==> src/rtl/mips_pkg.sv <==
// Shared types and defaults for the fetch / next-PC slice.
package mips_pkg;

    localparam int unsigned        DEFAULT_ADDRESS_WIDTH = 32;
    localparam logic [31:0]        DEFAULT_RESET_VECTOR  = 32'h0000_0000;

    typedef enum logic [1:0] {
        BOOT,
        RUN,
        HALT
    } fetch_state_e;

    typedef enum logic [1:0] {
        SEL_PLUS4,
        SEL_BRANCH,
        SEL_JUMP,
        SEL_JR
    } pc_sel_e;

endpackage

==> src/rtl/fetch_pc_unit_if.sv <==
// Control inputs and PC/status outputs of the fetch PC unit.
interface fetch_pc_unit_if #(
    parameter int unsigned ADDRESS_WIDTH = 32,
    parameter int unsigned COUNT_WIDTH   = 32
);
    logic                     Stall;
    logic                     Branch;
    logic                     Jump;
    logic                     JumpReg;
    logic [ADDRESS_WIDTH-1:0] BranchImm;
    logic [25:0]              JumpIndex;
    logic [ADDRESS_WIDTH-1:0] RegTarget;

    logic [ADDRESS_WIDTH-1:0] PC;
    logic [ADDRESS_WIDTH-1:0] PCPlus4;
    logic                     Halted;
    logic                     AddrFault;
    logic [COUNT_WIDTH-1:0]   InstrCount;
    logic [COUNT_WIDTH-1:0]   RedirectCount;

    modport master (
        output Stall, Branch, Jump, JumpReg, BranchImm, JumpIndex, RegTarget,
        input  PC, PCPlus4, Halted, AddrFault, InstrCount, RedirectCount
    );

    modport slave (
        input  Stall, Branch, Jump, JumpReg, BranchImm, JumpIndex, RegTarget,
        output PC, PCPlus4, Halted, AddrFault, InstrCount, RedirectCount
    );

endinterface

==> src/rtl/pc_next_mux.sv <==
// Combinational next-PC target computation, priority select and fetch-range legality check.
module pc_next_mux
    import mips_pkg::*;
#(
    parameter int unsigned ADDRESS_WIDTH = DEFAULT_ADDRESS_WIDTH,
    parameter int unsigned MEM_DEPTH     = 100
) (
    input  logic [ADDRESS_WIDTH-1:0] pc,
    input  logic                     branch,
    input  logic                     jump,
    input  logic                     jump_reg,
    input  logic [ADDRESS_WIDTH-1:0] branch_imm,
    input  logic [25:0]              jump_index,
    input  logic [ADDRESS_WIDTH-1:0] reg_target,
    output logic [ADDRESS_WIDTH-1:0] pc_plus4,
    output logic [ADDRESS_WIDTH-1:0] next_pc,
    output pc_sel_e                  sel,
    output logic                     illegal
);

    // Compared in 64 bits so a depth near 2^ADDRESS_WIDTH cannot truncate the limit.
    localparam logic [63:0] MEM_BYTES = 64'(MEM_DEPTH) * 64'd4;

    logic [ADDRESS_WIDTH-1:0] branch_target;
    logic [ADDRESS_WIDTH-1:0] jump_target;

    assign pc_plus4      = pc + ADDRESS_WIDTH'(4);
    assign branch_target = pc_plus4 + (branch_imm << 2);
    assign jump_target   = {pc_plus4[ADDRESS_WIDTH-1:28], jump_index, 2'b00};

    always_comb begin
        sel     = SEL_PLUS4;
        next_pc = pc_plus4;
        if (jump_reg) begin
            sel     = SEL_JR;
            next_pc = reg_target;
        end else if (jump) begin
            sel     = SEL_JUMP;
            next_pc = jump_target;
        end else if (branch) begin
            sel     = SEL_BRANCH;
            next_pc = branch_target;
        end
    end

    assign illegal = (next_pc[1:0] != 2'b00) || (64'(next_pc) >= MEM_BYTES);

endmodule

==> src/rtl/fetch_pc_unit.sv <==
// Architectural PC register, boot/run/halt FSM and fetch counters.
// Define FETCH_PERF_CNT_EN to build the InstrCount/RedirectCount counters.
module fetch_pc_unit
    import mips_pkg::*;
#(
    parameter int unsigned              ADDRESS_WIDTH = DEFAULT_ADDRESS_WIDTH,
    parameter int unsigned              MEM_DEPTH     = 100,
    parameter logic [ADDRESS_WIDTH-1:0] RESET_VECTOR  = ADDRESS_WIDTH'(DEFAULT_RESET_VECTOR),
    parameter int unsigned              COUNT_WIDTH   = 32
) (
    input logic            clk,
    input logic            rst,
    fetch_pc_unit_if.slave bus
);

    logic [ADDRESS_WIDTH-1:0] pc_q;
    logic [ADDRESS_WIDTH-1:0] pc_plus4;
    logic [ADDRESS_WIDTH-1:0] next_pc;
    pc_sel_e                  sel;
    logic                     illegal;
    fetch_state_e             state_q;
    logic                     halted_q;
    logic                     fault_q;
    logic                     update;

    pc_next_mux #(
        .ADDRESS_WIDTH (ADDRESS_WIDTH),
        .MEM_DEPTH     (MEM_DEPTH)
    ) u_pc_next_mux (
        .pc         (pc_q),
        .branch     (bus.Branch),
        .jump       (bus.Jump),
        .jump_reg   (bus.JumpReg),
        .branch_imm (bus.BranchImm),
        .jump_index (bus.JumpIndex),
        .reg_target (bus.RegTarget),
        .pc_plus4   (pc_plus4),
        .next_pc    (next_pc),
        .sel        (sel),
        .illegal    (illegal)
    );

    assign update = (state_q == RUN) && !bus.Stall;

    always_ff @(posedge clk or posedge rst) begin
        if (rst) begin
            pc_q     <= RESET_VECTOR;
            state_q  <= BOOT;
            halted_q <= 1'b0;
            fault_q  <= 1'b0;
        end else begin
            unique case (state_q)
                BOOT: state_q <= RUN;
                RUN: begin
                    if (!bus.Stall) begin
                        if (illegal) begin
                            fault_q  <= 1'b1;
                            halted_q <= 1'b1;
                            state_q  <= HALT;
                        end else begin
                            pc_q <= next_pc;
                            // Jump-to-self idiom: the program has parked itself.
                            if (next_pc == pc_q) begin
                                halted_q <= 1'b1;
                                state_q  <= HALT;
                            end
                        end
                    end
                end
                HALT: ;
                default: begin
                    halted_q <= 1'b1;
                    state_q  <= HALT;
                end
            endcase
        end
    end

    assign bus.PC        = pc_q;
    assign bus.PCPlus4   = pc_plus4;
    assign bus.Halted    = halted_q;
    assign bus.AddrFault = fault_q;

`ifdef FETCH_PERF_CNT_EN
    logic [COUNT_WIDTH-1:0] instr_cnt_q;
    logic [COUNT_WIDTH-1:0] redirect_cnt_q;
    logic                   retire;
    logic                   redirect;

    assign retire   = update && !illegal;
    assign redirect = retire && (sel != SEL_PLUS4);

    // Both counters saturate rather than wrap.
    always_ff @(posedge clk or posedge rst) begin
        if (rst) begin
            instr_cnt_q    <= '0;
            redirect_cnt_q <= '0;
        end else begin
            if (retire && (instr_cnt_q != '1)) begin
                instr_cnt_q <= instr_cnt_q + COUNT_WIDTH'(1);
            end
            if (redirect && (redirect_cnt_q != '1)) begin
                redirect_cnt_q <= redirect_cnt_q + COUNT_WIDTH'(1);
            end
        end
    end

    assign bus.InstrCount    = instr_cnt_q;
    assign bus.RedirectCount = redirect_cnt_q;
`else
    logic unused_cnt_inputs;
    assign unused_cnt_inputs  = update ^ (^sel);
    assign bus.InstrCount     = '0;
    assign bus.RedirectCount  = '0;
`endif

endmodule
==> src/flat_wrapper.sv <==
// flat-port wrapper written by rule: the top's interface ports become plain ports
module fetch_pc_unit_flat import mips_pkg::*;
#(
    parameter int unsigned              ADDRESS_WIDTH = DEFAULT_ADDRESS_WIDTH,
    parameter int unsigned              MEM_DEPTH     = 100,
    parameter logic [ADDRESS_WIDTH-1:0] RESET_VECTOR  = ADDRESS_WIDTH'(DEFAULT_RESET_VECTOR),
    parameter int unsigned              COUNT_WIDTH   = 32
)
  (clk, rst, bus_Stall, bus_Branch, bus_Jump, bus_JumpReg, bus_BranchImm, bus_JumpIndex, bus_RegTarget, bus_PC, bus_PCPlus4, bus_Halted, bus_AddrFault, bus_InstrCount, bus_RedirectCount);
  fetch_pc_unit_if #(.ADDRESS_WIDTH(ADDRESS_WIDTH), .COUNT_WIDTH(COUNT_WIDTH)) bus_i ();
  input logic clk;
  input logic rst;
  input wire logic [$bits(bus_i.Stall)-1:0] bus_Stall;
  input wire logic [$bits(bus_i.Branch)-1:0] bus_Branch;
  input wire logic [$bits(bus_i.Jump)-1:0] bus_Jump;
  input wire logic [$bits(bus_i.JumpReg)-1:0] bus_JumpReg;
  input wire logic [$bits(bus_i.BranchImm)-1:0] bus_BranchImm;
  input wire logic [$bits(bus_i.JumpIndex)-1:0] bus_JumpIndex;
  input wire logic [$bits(bus_i.RegTarget)-1:0] bus_RegTarget;
  output wire logic [$bits(bus_i.PC)-1:0] bus_PC;
  output wire logic [$bits(bus_i.PCPlus4)-1:0] bus_PCPlus4;
  output wire logic [$bits(bus_i.Halted)-1:0] bus_Halted;
  output wire logic [$bits(bus_i.AddrFault)-1:0] bus_AddrFault;
  output wire logic [$bits(bus_i.InstrCount)-1:0] bus_InstrCount;
  output wire logic [$bits(bus_i.RedirectCount)-1:0] bus_RedirectCount;
  assign bus_i.Stall = bus_Stall;
  assign bus_i.Branch = bus_Branch;
  assign bus_i.Jump = bus_Jump;
  assign bus_i.JumpReg = bus_JumpReg;
  assign bus_i.BranchImm = bus_BranchImm;
  assign bus_i.JumpIndex = bus_JumpIndex;
  assign bus_i.RegTarget = bus_RegTarget;
  assign bus_PC = bus_i.PC;
  assign bus_PCPlus4 = bus_i.PCPlus4;
  assign bus_Halted = bus_i.Halted;
  assign bus_AddrFault = bus_i.AddrFault;
  assign bus_InstrCount = bus_i.InstrCount;
  assign bus_RedirectCount = bus_i.RedirectCount;
  fetch_pc_unit #(.ADDRESS_WIDTH(ADDRESS_WIDTH), .MEM_DEPTH(MEM_DEPTH), .RESET_VECTOR(RESET_VECTOR), .COUNT_WIDTH(COUNT_WIDTH)) u_core (.clk(clk), .rst(rst), .bus(bus_i));
endmodule
==> config.mk <==
export PLATFORM = sky130hd
export DESIGN_NAME = fetch_pc_unit_flat
export DESIGN_NICKNAME = d
export VERILOG_FILES = /design/src/rtl/mips_pkg.sv /design/src/rtl/fetch_pc_unit_if.sv /design/src/rtl/pc_next_mux.sv /design/src/rtl/fetch_pc_unit.sv /design/src/flat_wrapper.sv
export SDC_FILE = /design/constraint.sdc
export NUM_CORES = 1
export LEC_CHECK = 0
export ABC_AREA = 1
export BUFFER_PORTS_ARGS = -buffer_cell sky130_fd_sc_hd__buf_2
export CORE_ASPECT_RATIO = 0.75
export CORE_MARGIN = 10
export CORE_UTILIZATION = 40
export CTS_CLUSTER_DIAMETER = 80
export CTS_CLUSTER_SIZE = 14
export DETAILED_ROUTE_END_ITERATION = 16
export PLACE_DENSITY = 0.66
export SKIP_CTS_REPAIR_TIMING = 1
export SYNTH_ARGS = -nofsm -noshare
export SYNTH_HDL_FRONTEND = slang
export SYNTH_SLANG_ARGS = --single-unit
==> constraint.sdc <==
create_clock -name clk -period 5.34 [get_ports clk]
set_clock_uncertainty 0.15 [all_clocks]
set_input_delay 0.801 -clock clk [delete_from_list [all_inputs] [get_ports clk]]
set_output_delay 0.801 -clock clk [all_outputs]
set_load 0.03 [all_outputs]
Word level (Yosys, flattened, before mapping)
Index checks and enable logic that the tools add are counted.

word-level totals
  output and inout port bits = 130
  register bits after elaboration = 36

cells by class
  reductions and logical operators = 8
  multiplexer cells = 11
  equality and inequality tests = 5
  $lt $le $gt $ge = 1
  add/subtract/negate cells = 2
  bitwise logic cells = 4

operator list
  operator                                                            number
  two-way mux 32 bit                                                  3
  adder 32 x 3 -> 32 bit, second input constant                       1
  adder 32 bit                                                        1
  equality test 32 bit                                                1
  greater-or-equal comparator 32 x 9 -> 1 bit, second input constant  1
  AND reduction 3 bit                                                 4
  two-way mux 2 bit                                                   3
  case mux 2 bit (3 select lines)                                     1
  inverter 1 bit                                                      4
  two-way mux 1 bit                                                   3
  inequality test 3 x 2 -> 1 bit, second input constant               1
  equality test 2 x 1 -> 1 bit, second input constant                 1
  equality test 2 bit, second input constant                          1
  zero test 2 bit                                                     1
  inequality test 2 bit, second input constant                        1
  case mux 1 bit (2 select lines)                                     1
  nonzero test 2 bit                                                  1
  OR reduction 2 bit                                                  1
  logical OR 1 bit                                                    1

Depth between registers and ports, before layout
Gate-level depths: netlist of run 1.

  word-level depth = 10
  depth in mapped cells = 32
  gate-level depth less buffers = 31

By module
Synthesis of run 1 repeated with hierarchy kept, for this count alone.

second synthesis, totals
  cell total of the unflattened synthesis = 1,194
  area, all modules = 6,796.5 um^2

modules (own cells, without submodules)
  module         cells an instance  area each (um^2)  times used  seq. area each (um^2)
  pc_next_mux    933                4,383.0           1           0.0
  fetch_pc_unit  261                2,413.6           1           900.9

Worst setup path before layout of run 1
No wires, ideal clock.

  path type = reg-to-reg
  start = reg u_core.pc_q[3] (netlist: u_core.bus.PC[3])
  end = reg u_core.pc_q[3] (netlist: u_core.bus.PC[3])
  path buffers = 1
  data required time = 5.071 ns
  stages on the path, launching flop included = 27
  path slack = 1.225 ns
  library setup time = 0.119 ns
  arrival = 3.846 ns
  clock period less this slack = 4.115 ns
  path through = dfrtp_1 -> ha_1 -> nand3_1 -> inv_1 -> nand2_1 -> o21ai_0 -> and2_1 -> ha_1 -> a21oi_1 -> o21ai_0 -> a21oi_1 -> inv_1 -> a21oi_1 -> nand2_1 -> nand2_1 -> nand3_1 -> nand2_1 -> nand2_1 -> nor2_1 -> nand3_2 -> nor2_2 -> nand2_2 -> nor2_4 -> nand2_4 -> buf_6 -> nand2_1 -> nand2_1

on the way
  word-level cells in the longest chain between the ends = 9

ends and longest elaborated chain
  element                                        line                 RTL
  start, declared                                fetch_pc_unit.sv:16  logic [ADDRESS_WIDTH-1:0] pc_q;
  start signal, assigned                         fetch_pc_unit.sv:61  pc_q <= next_pc;
  adder 32 x 3 -> 32 bit *                       pc_next_mux.sv:27    assign pc_plus4 = pc + ADDRESS_WIDTH'(4);
  via bus_PCPlus4[18]                            flat_wrapper.sv:21   output wire logic [$bits(bus_i.PCPlus4)-1:0] bus_PCPlus4;
  adder 32 bit                                   pc_next_mux.sv:28    assign branch_target = pc_plus4 + (branch_imm << 2);
  two-way mux 32 bit *                           pc_next_mux.sv:40    end else if (branch) begin
  two-way mux 32 bit *                           pc_next_mux.sv:37    end else if (jump) begin
  two-way mux 32 bit *                           pc_next_mux.sv:34    if (jump_reg) begin
  greater-or-equal comparator 32 x 9 -> 1 bit *  pc_next_mux.sv:46    assign illegal = (next_pc[1:0] != 2'b00) || (64'(next_pc) >= MEM_BYTES);
  logical OR 1 bit *                             pc_next_mux.sv:46
  inverter 1 bit (no line) *                     n/a
  AND reduction 3 bit (no line) *                n/a

Mark *: on every way through the listed nets, which the timed path passes. The rest lies on a longest branch.
A chain may end at the register's enable or synchronous reset.

Final worst setup path of run 1
  start = reg u_core.pc_q[17] (netlist: u_core.bus.PC[17])
  end = reg u_core.pc_q[7] (netlist: u_core.bus.PC[7])

on the way
  word-level cells in the longest chain between the ends = 9

ends and longest elaborated chain
  element                                        line
  adder 32 x 3 -> 32 bit *                       pc_next_mux.sv:27
  adder 32 bit                                   pc_next_mux.sv:28
  two-way mux 32 bit                             pc_next_mux.sv:40
  two-way mux 32 bit *                           pc_next_mux.sv:37
  two-way mux 32 bit *                           pc_next_mux.sv:34
  greater-or-equal comparator 32 x 9 -> 1 bit *  pc_next_mux.sv:46
  logical OR 1 bit *                             pc_next_mux.sv:46
  inverter 1 bit (no line) *                     n/a
  AND reduction 3 bit (no line) *                n/a

Every way passes the cells marked *; elsewhere a longest branch is shown, timed or not.

==> results.ini, run 1 <==
[placement]
dpl.hpwl_mm = 21.81
gp_congestion = 0.9717
dp.cells = 1566
dp_slack_ns = 0.5384
port_buffers = 159
dpl-instance-area_sq_mm = 0.007256

[sta]
setup_violations = 0
final.period_utilization = 0.9081
worstMarginPinSlew_ns = 0.8745
hold_violations = 0
slew_headroom = 0.4163
setup_slack_ns = 0.4908
finalSetupTns_ns = 0
period_needed_ns = 4.849
drv_slew = 0
grt_setup_unrepaired = no
max_freq_ghz = 0.2062

[die]
initial_core_util = 0.4074
die_y_microns = 130.6
pin_count = 226
die_area_sq_mm = 0.02187
rows = 40
dieWidth_microns = 167.5
coreArea_sq_mm = 0.01602

[pwr]
swShare = 0.3589
clkPwrFrac = 0.374
finalPower_uw = 894.1
leakage_nw = 4.645
combPwrFrac = 0.321
p_int_uw = 573.2
power.switching_uw = 320.9
irDropWorstVdd_mv = 0.1714
pwr_density_cell_mw_per_mm2 = 120.3
p_seq_frac = 0.305

[drt]
vias_per_cell = 4.943
first_iter_violations = 823
wire_per_inst_microns = 16.18
detail-route-antenna-nets = 0
dr.pass1.iters = 6
route.detailed.drc = 0
routed_wirelength_mm = 25.47
dr_total_vias = 7781

[synthesis]
synth_edf_count = 0
synth.most_common_cell = nand2_1
synth_top_family_by_area = simple AND/OR/NAND/NOR gates
yosys_most_used_dff = dfrtp_1
synth_mux_area_frac = 0
synth-xor-area-share = 0.01208
synth_async_sr_flop_share = 1.000
synth_cell_type_count = 37
ys_seq_area_frac = 0.1381
synth_seq_cells = 36
yosys.area_share.adder = 0.07018
synth_compound_area_frac = 0.07248
netlist_instances = 1215
ys_warn_count = 0
synth_area_sq_mm = 0.006525
yosys.area_share.simple = 0.4999
netlist.area_leader.share = 0.2520
yosys.area.top_type = nand2_1
synthTopCellsByCount = 438 x nand2_1, 190 x inv_1, 142 x nand3_1
syn_avg_cell_area_sq_um = 5.370
ys_top_cells_by_area = nand2_1 25%, dfrtp_1 14%, inv_1 11%

[critical_path]
setup.worst_path.end_class = flip-flop
crit_top_cell = nand2_1
criticalPathCategory = reg2reg
slowest_stage = dfrtp_1
critPathLaunchType = flip-flop
required_ns = 5.36
crit_fanout = 37
cp_data_arrival_time_ns = 4.86
cpPeakStageDelay_ns = 0.50

[grt]
grt_use_total = 0.2191
grt_pass1_vias = 7050
grt_overflow_total = 0
grt_max_degree = 39
grt_pass1_wl_mm = 38.67
antenna_found_initial = 0

[layout]
finalNonFillerCells = 1574
syn_to_final_growth_pct = 13.94
fin_area_sq_mm = 0.007435
fillers = 1850
drive_gt1_frac = 0.1562
diodes = 0
final_nets = 1495

[clock_tree]
cts_tree = built
clk_latency_ns = 0.29
clock_sinks = 36
ctsHtreeMaxLevel = 2
cts_made_buffers = 5
clk_pin_slew_ns = 0.06
clockBufferDepth = 2
cts-root-buf = clkbuf_16

[hold_path]
hold_class = reg2reg

[status]
run_status = complete, no violations

[job]
drv_cap = 0

## layout make-up
type | instances | area (sq um) | share of cell area
Multi-Input combinational cell | 958 | 4523 | 0.6084
Sequential cell | 36 | 900.9 | 0.1212
Timing Repair Buffer | 165 | 840.8 | 0.1131
Inverter | 197 | 739.5 | 0.09946
Tap cell | 210 | 262.8 | 0.03534
Clock buffer | 5 | 125.1 | 0.01683
Clock inverter | 3 | 42.54 | 0.005722
## state kept, by name (all words and copies together) (netlist names)
register,flops
u_core.bus.AddrFault,1
u_core.bus.PC,32
u_core.state_q,2
u_core.bus.Halted,1
## worst max-delay path, delay by kind of cell (launching register included)
kind | cells | cell delay, ns
flops | 1 | 0.50
simple gates | 21 | 3.16
xor+xnor | 1 | 0.22
buf+inv | 2 | 0.23
compound gates | 1 | 0.07
fa+ha+maj | 1 | 0.38
## final timing paths
| kind | from | endpoint | slack, ns | depth (start not counted) |
|---|---|---|---|---|
| max | u_core.bus.PC[17]$_DFFE_PP0P_ | u_core.bus.PC[7]$_DFFE_PP0P_ | 0.49 | 26 |
| min | u_core.bus.Halted$_DFFE_PP0P_ | u_core.bus.Halted$_DFFE_PP0P_ | 0.31 | 2 |
| max reg2reg | u_core.bus.PC[17]$_DFFE_PP0P_ | u_core.bus.PC[7]$_DFFE_PP0P_ | 0.49 | 26 |
| min reg2reg | u_core.bus.Halted$_DFFE_PP0P_ | u_core.bus.Halted$_DFFE_PP0P_ | 0.31 | 2 |
| max in group asynchronous | rst | u_core.bus.PC[22]$_DFFE_PP0P_ | 4.24 | 3 |
| min in group asynchronous | rst | u_core.bus.PC[1]$_DFFE_PP0P_ | 0.45 | 3 |
## power by group through the flow
stage	sequential (mW)	combinational, mW	clock (mW)
after floorplan	0.278	0.236	0
after global placement	0.278	0.279	0
after detailed placement	0.278	0.280	0
after CTS	0.273	0.281	0.343
after global routing	0.273	0.317	0.355
final	0.273	0.287	0.334
## cells in the final DEF, fill, tap and decap left out, drive strengths merged
cell,instances
xor2,8
a21oi,55
xnor2,1
conb,64
dfrtp,36
nor4,1
o21bai,5
nor3,21
a31o,1
nand3b,9
o21ai,25
nor2,105
nand4,18
a21boi,1
inv,194
a21o,1
clkinvlp,1
nand3,143
bufinv,1
ha,35
or2,15
nand2,442
clkinv,4
and2,7
fa,1
clkbuf,5
buf,165
## stage by stage
step / utilization / hold WS (ns)
after global routing: 0.4642 / 0.3501
after CTS: 0.4635 / 0.3164
final: 0.4642 / 0.3130
after global placement: 0.4530 / 0.2928
after detailed placement: 0.4530 / 0.2955
after floorplan: - / 0.3407
## routing by layer
layer	vias up	GRT usage	part of all wire
li1	3956	-	-
met3	20	0.05133	0.10
met4	0	0.03064	0.011
met5	-	0	0
met2	363	0.3192	0.41
met1	3442	0.3245	0.48
## kinds of logic (layout without fill, tap and decap cells)
group | count (synthesis) | in the layout
fa+ha+maj | 36 | 36
other cells | 1 | 64
simple gates | 761 | 761
buf+inv | 284 | 370
compound gates | 88 | 88
flops | 36 | 36
xor+xnor | 9 | 9
Note: power is estimated with default switching activity, not from simulation.
==> run 2, diff against run 1 <==
==> constraint.sdc (replaced) <==
create_clock -name clk -period 5.34 [get_ports clk]
set_clock_uncertainty 0.15 [all_clocks]
set_input_delay 1.068 -clock clk [delete_from_list [all_inputs] [get_ports clk]]
set_output_delay 1.068 -clock clk [all_outputs]
set_load 0.03 [all_outputs]
==> run 2 against run 1 <==
Effect of this change: cell count about the same; cell area decreased by 0.19%; register-to-register slack improved by 0.03 ns; utilization decreased by 0.086 points; total power decreased by 4.7%; maximum frequency up 0.65%; sequential power barely moved; die area did not move; highest routed layer unchanged.
==> results.ini, run 2 (synthesis results as in run 1) <==
[die]
coreArea_sq_mm = 0.01602  ; unchanged
pin_count = 226  ; unchanged
dieWidth_microns = 167.5  ; unchanged
die_y_microns = 130.6  ; unchanged
initial_core_util = 0.4074  ; unchanged
die_area_sq_mm = 0.02187  ; unchanged
rows = 40  ; unchanged

[clock_tree]
clk_pin_slew_ns = 0.05  ; about the same
cts_made_buffers = 5  ; unchanged
cts_tree = built
clk_latency_ns = 0.28  ; about the same
cts-root-buf = clkbuf_16
clock_sinks = 36  ; unchanged
clockBufferDepth = 2  ; unchanged
ctsHtreeMaxLevel = 2  ; unchanged

[job]
drv_cap = 0  ; unchanged

[critical_path]
crit_fanout = 37  ; unchanged
timing.rr.start = u_core.bus.PC[17]$_DFFE_PP0P_
setup.worst_path.end_class = flip-flop
crit_top_cell = nand2_1
cp_data_arrival_time_ns = 4.83  ; -0.03 ns
slowest_stage = dfrtp_1
criticalPathCategory = reg2reg
cp_num_buf_inv = 2  ; unchanged
critPathLaunchType = flip-flop
crit_cells = 26  ; unchanged
cp_top_family = simple AND/OR/NAND/NOR gates
required_ns = 5.36  ; about the same
cpPeakStageDelay_ns = 0.49  ; about the same
cp-startpoint = u_core.bus.PC[17]$_DFFE_PP0P_
reg2regPathDepth = 26  ; unchanged

[pwr]
combPwrFrac = 0.339  ; +0.018
swShare = 0.3653  ; +0.006431
irDropWorstVdd_mv = 0.1009  ; -41%
power.switching_uw = 311.3  ; -3.0%
p_int_uw = 540.9  ; -5.6%
p_seq_frac = 0.320  ; +0.015
clkPwrFrac = 0.341  ; -0.033
leakage_nw = 4.641  ; about the same
pwr_density_cell_mw_per_mm2 = 114.8  ; -4.5%

[grt]
grt_pass1_vias = 7180  ; +1.8%
grt_pass1_wl_mm = 39.29  ; +1.6%
grt_overflow_total = 0  ; unchanged
antenna_found_initial = 0  ; unchanged
grt_max_degree = 39  ; unchanged
grt_use_total = 0.2207  ; +0.001599

[layout]
largest_reg_flops = 32  ; unchanged
syn_to_final_growth_pct = 13.73
finalNonFillerCells = 1575  ; +0.064%
layout_commonest_cell = nand2_1
final_nets = 1496  ; +0.067%
final_cell_mix = 438 x nand2_1, 190 x inv_1, 159 x buf_2, 142 x nand3_1, 96 x nor2_1
diodes = 0  ; unchanged
drive_gt1_frac = 0.1553  ; -0.0008470

[sta]
slew_headroom = 0.3875  ; -0.02880
max_freq_ghz = 0.2076  ; +0.65%
drv_slew = 0  ; unchanged
hold_violations = 0  ; unchanged
setup_violations = 0  ; unchanged
hold-worst-slack_ns = 0.3159  ; +0.002891 ns
worstMarginPinSlew_ns = 0.9177  ; +0.04315 ns
period_needed_ns = 4.818  ; -0.03128 ns
grt_setup_unrepaired = no
final.period_utilization = 0.9022  ; -0.005858
finalSetupTns_ns = 0  ; unchanged

[drt]
first_iter_violations = 809  ; -1.7%
vias_per_cell = 4.897  ; -0.94%
route.detailed.drc = 0  ; unchanged
dr.pass1.iters = 6  ; unchanged
dr_total_vias = 7713  ; -0.87%
detail-route-antenna-nets = 0  ; unchanged
routed_wirelength_mm = 25.51  ; +0.16%
wire_per_inst_microns = 16.20  ; about the same

[placement]
dpl.hpwl_mm = 22.00  ; +0.87%
dp.cells = 1567  ; +0.064%
gp_congestion = 0.9741  ; +0.25%
port_buffers = 159  ; unchanged

[hold_path]
hold_depth = 2  ; unchanged
hold_class = reg2reg
hold_start = u_core.bus.Halted$_DFFE_PP0P_

[status]
run_status = complete, no violations

## run 2: per-layer routing
| layer | vias up | wire, microns | global-route usage |
|---|---|---|---|
| li1 | 3963 | - | - |
| met1 | 3384 | 12180 | 0.3206 |
| met2 | 354 | 10540 | 0.3297 |
| met3 | 12 | 2633 | 0.05759 |
| met4 | 0 | 157 | 0.02094 |
| met5 | - | 0 | 0 |
## run 2: final timing paths
kind,slack (ns),to
hold reg to reg,0.32,u_core.bus.Halted$_DFFE_PP0P_
max in group asynchronous,3.98,u_core.bus.PC[24]$_DFFE_PP0P_
min in group asynchronous,0.72,u_core.bus.PC[4]$_DFFE_PP0P_
setup / recovery,0.52,u_core.bus.PC[5]$_DFFE_PP0P_
hold / removal,0.32,u_core.bus.Halted$_DFFE_PP0P_
setup reg to reg,0.52,u_core.bus.PC[5]$_DFFE_PP0P_
## run 2: layout make-up
cell class	count	area, sq um
Sequential cell	36	900.9
Clock buffer	8	146.4
Fill cell	1847	8594
Tap cell	210	262.8
Inverter	197	739.5
Multi-Input combinational cell	958	4523
Timing Repair Buffer	166	848.3
## run 2: worst register-to-register path, cell delays in order (launching register included)
cell and delay, ns:
dfrtp_1 0.49, nand2_1 0.13, nor3_1 0.42, nand3_1 0.23, nor2_1 0.13, nand2_1 0.08
xor2_1 0.21, inv_1 0.13, ha_1 0.37, nand2_1 0.07, inv_1 0.09, nand2_1 0.10
nor3_1 0.35, and2_1 0.19, nand2_1 0.11, nand3_1 0.11, nand3_1 0.11, nand3_1 0.13
nand2_1 0.08, nor2_1 0.13, nand2_1 0.08, nor2_2 0.12, nand2_2 0.13, nor2_4 0.19
nand2_8 0.19, nand2_1 0.13, o21ai_2 0.06
## run 2: metrics by stage
step / power [mW] / setup slack [ns] / util / cell area (sq um)
finish: 0.8522 / 0.5221 / 0.4634 / 7421
global route: 0.9071 / 0.04296 / 0.4634 / 7421
global placement: 0.5569 / 0.5855 / 0.4535 / 7263
CTS: 0.8539 / 0.4895 / 0.4627 / 7410
floorplan: 0.5135 / 1.225 / - / 6761
detailed placement: 0.5584 / 0.5131 / 0.4535 / 7263
## run 2: power by group through the flow
| stage | clock, mW | sequential, mW | combinational [mW] |
|---|---|---|---|
| after detailed placement | 0 | 0.278 | 0.281 |
| after global placement | 0 | 0.278 | 0.279 |
| after CTS | 0.299 | 0.273 | 0.282 |
| after global routing | 0.314 | 0.273 | 0.321 |
| final | 0.291 | 0.273 | 0.289 |
| after floorplan | 0 | 0.278 | 0.236 |
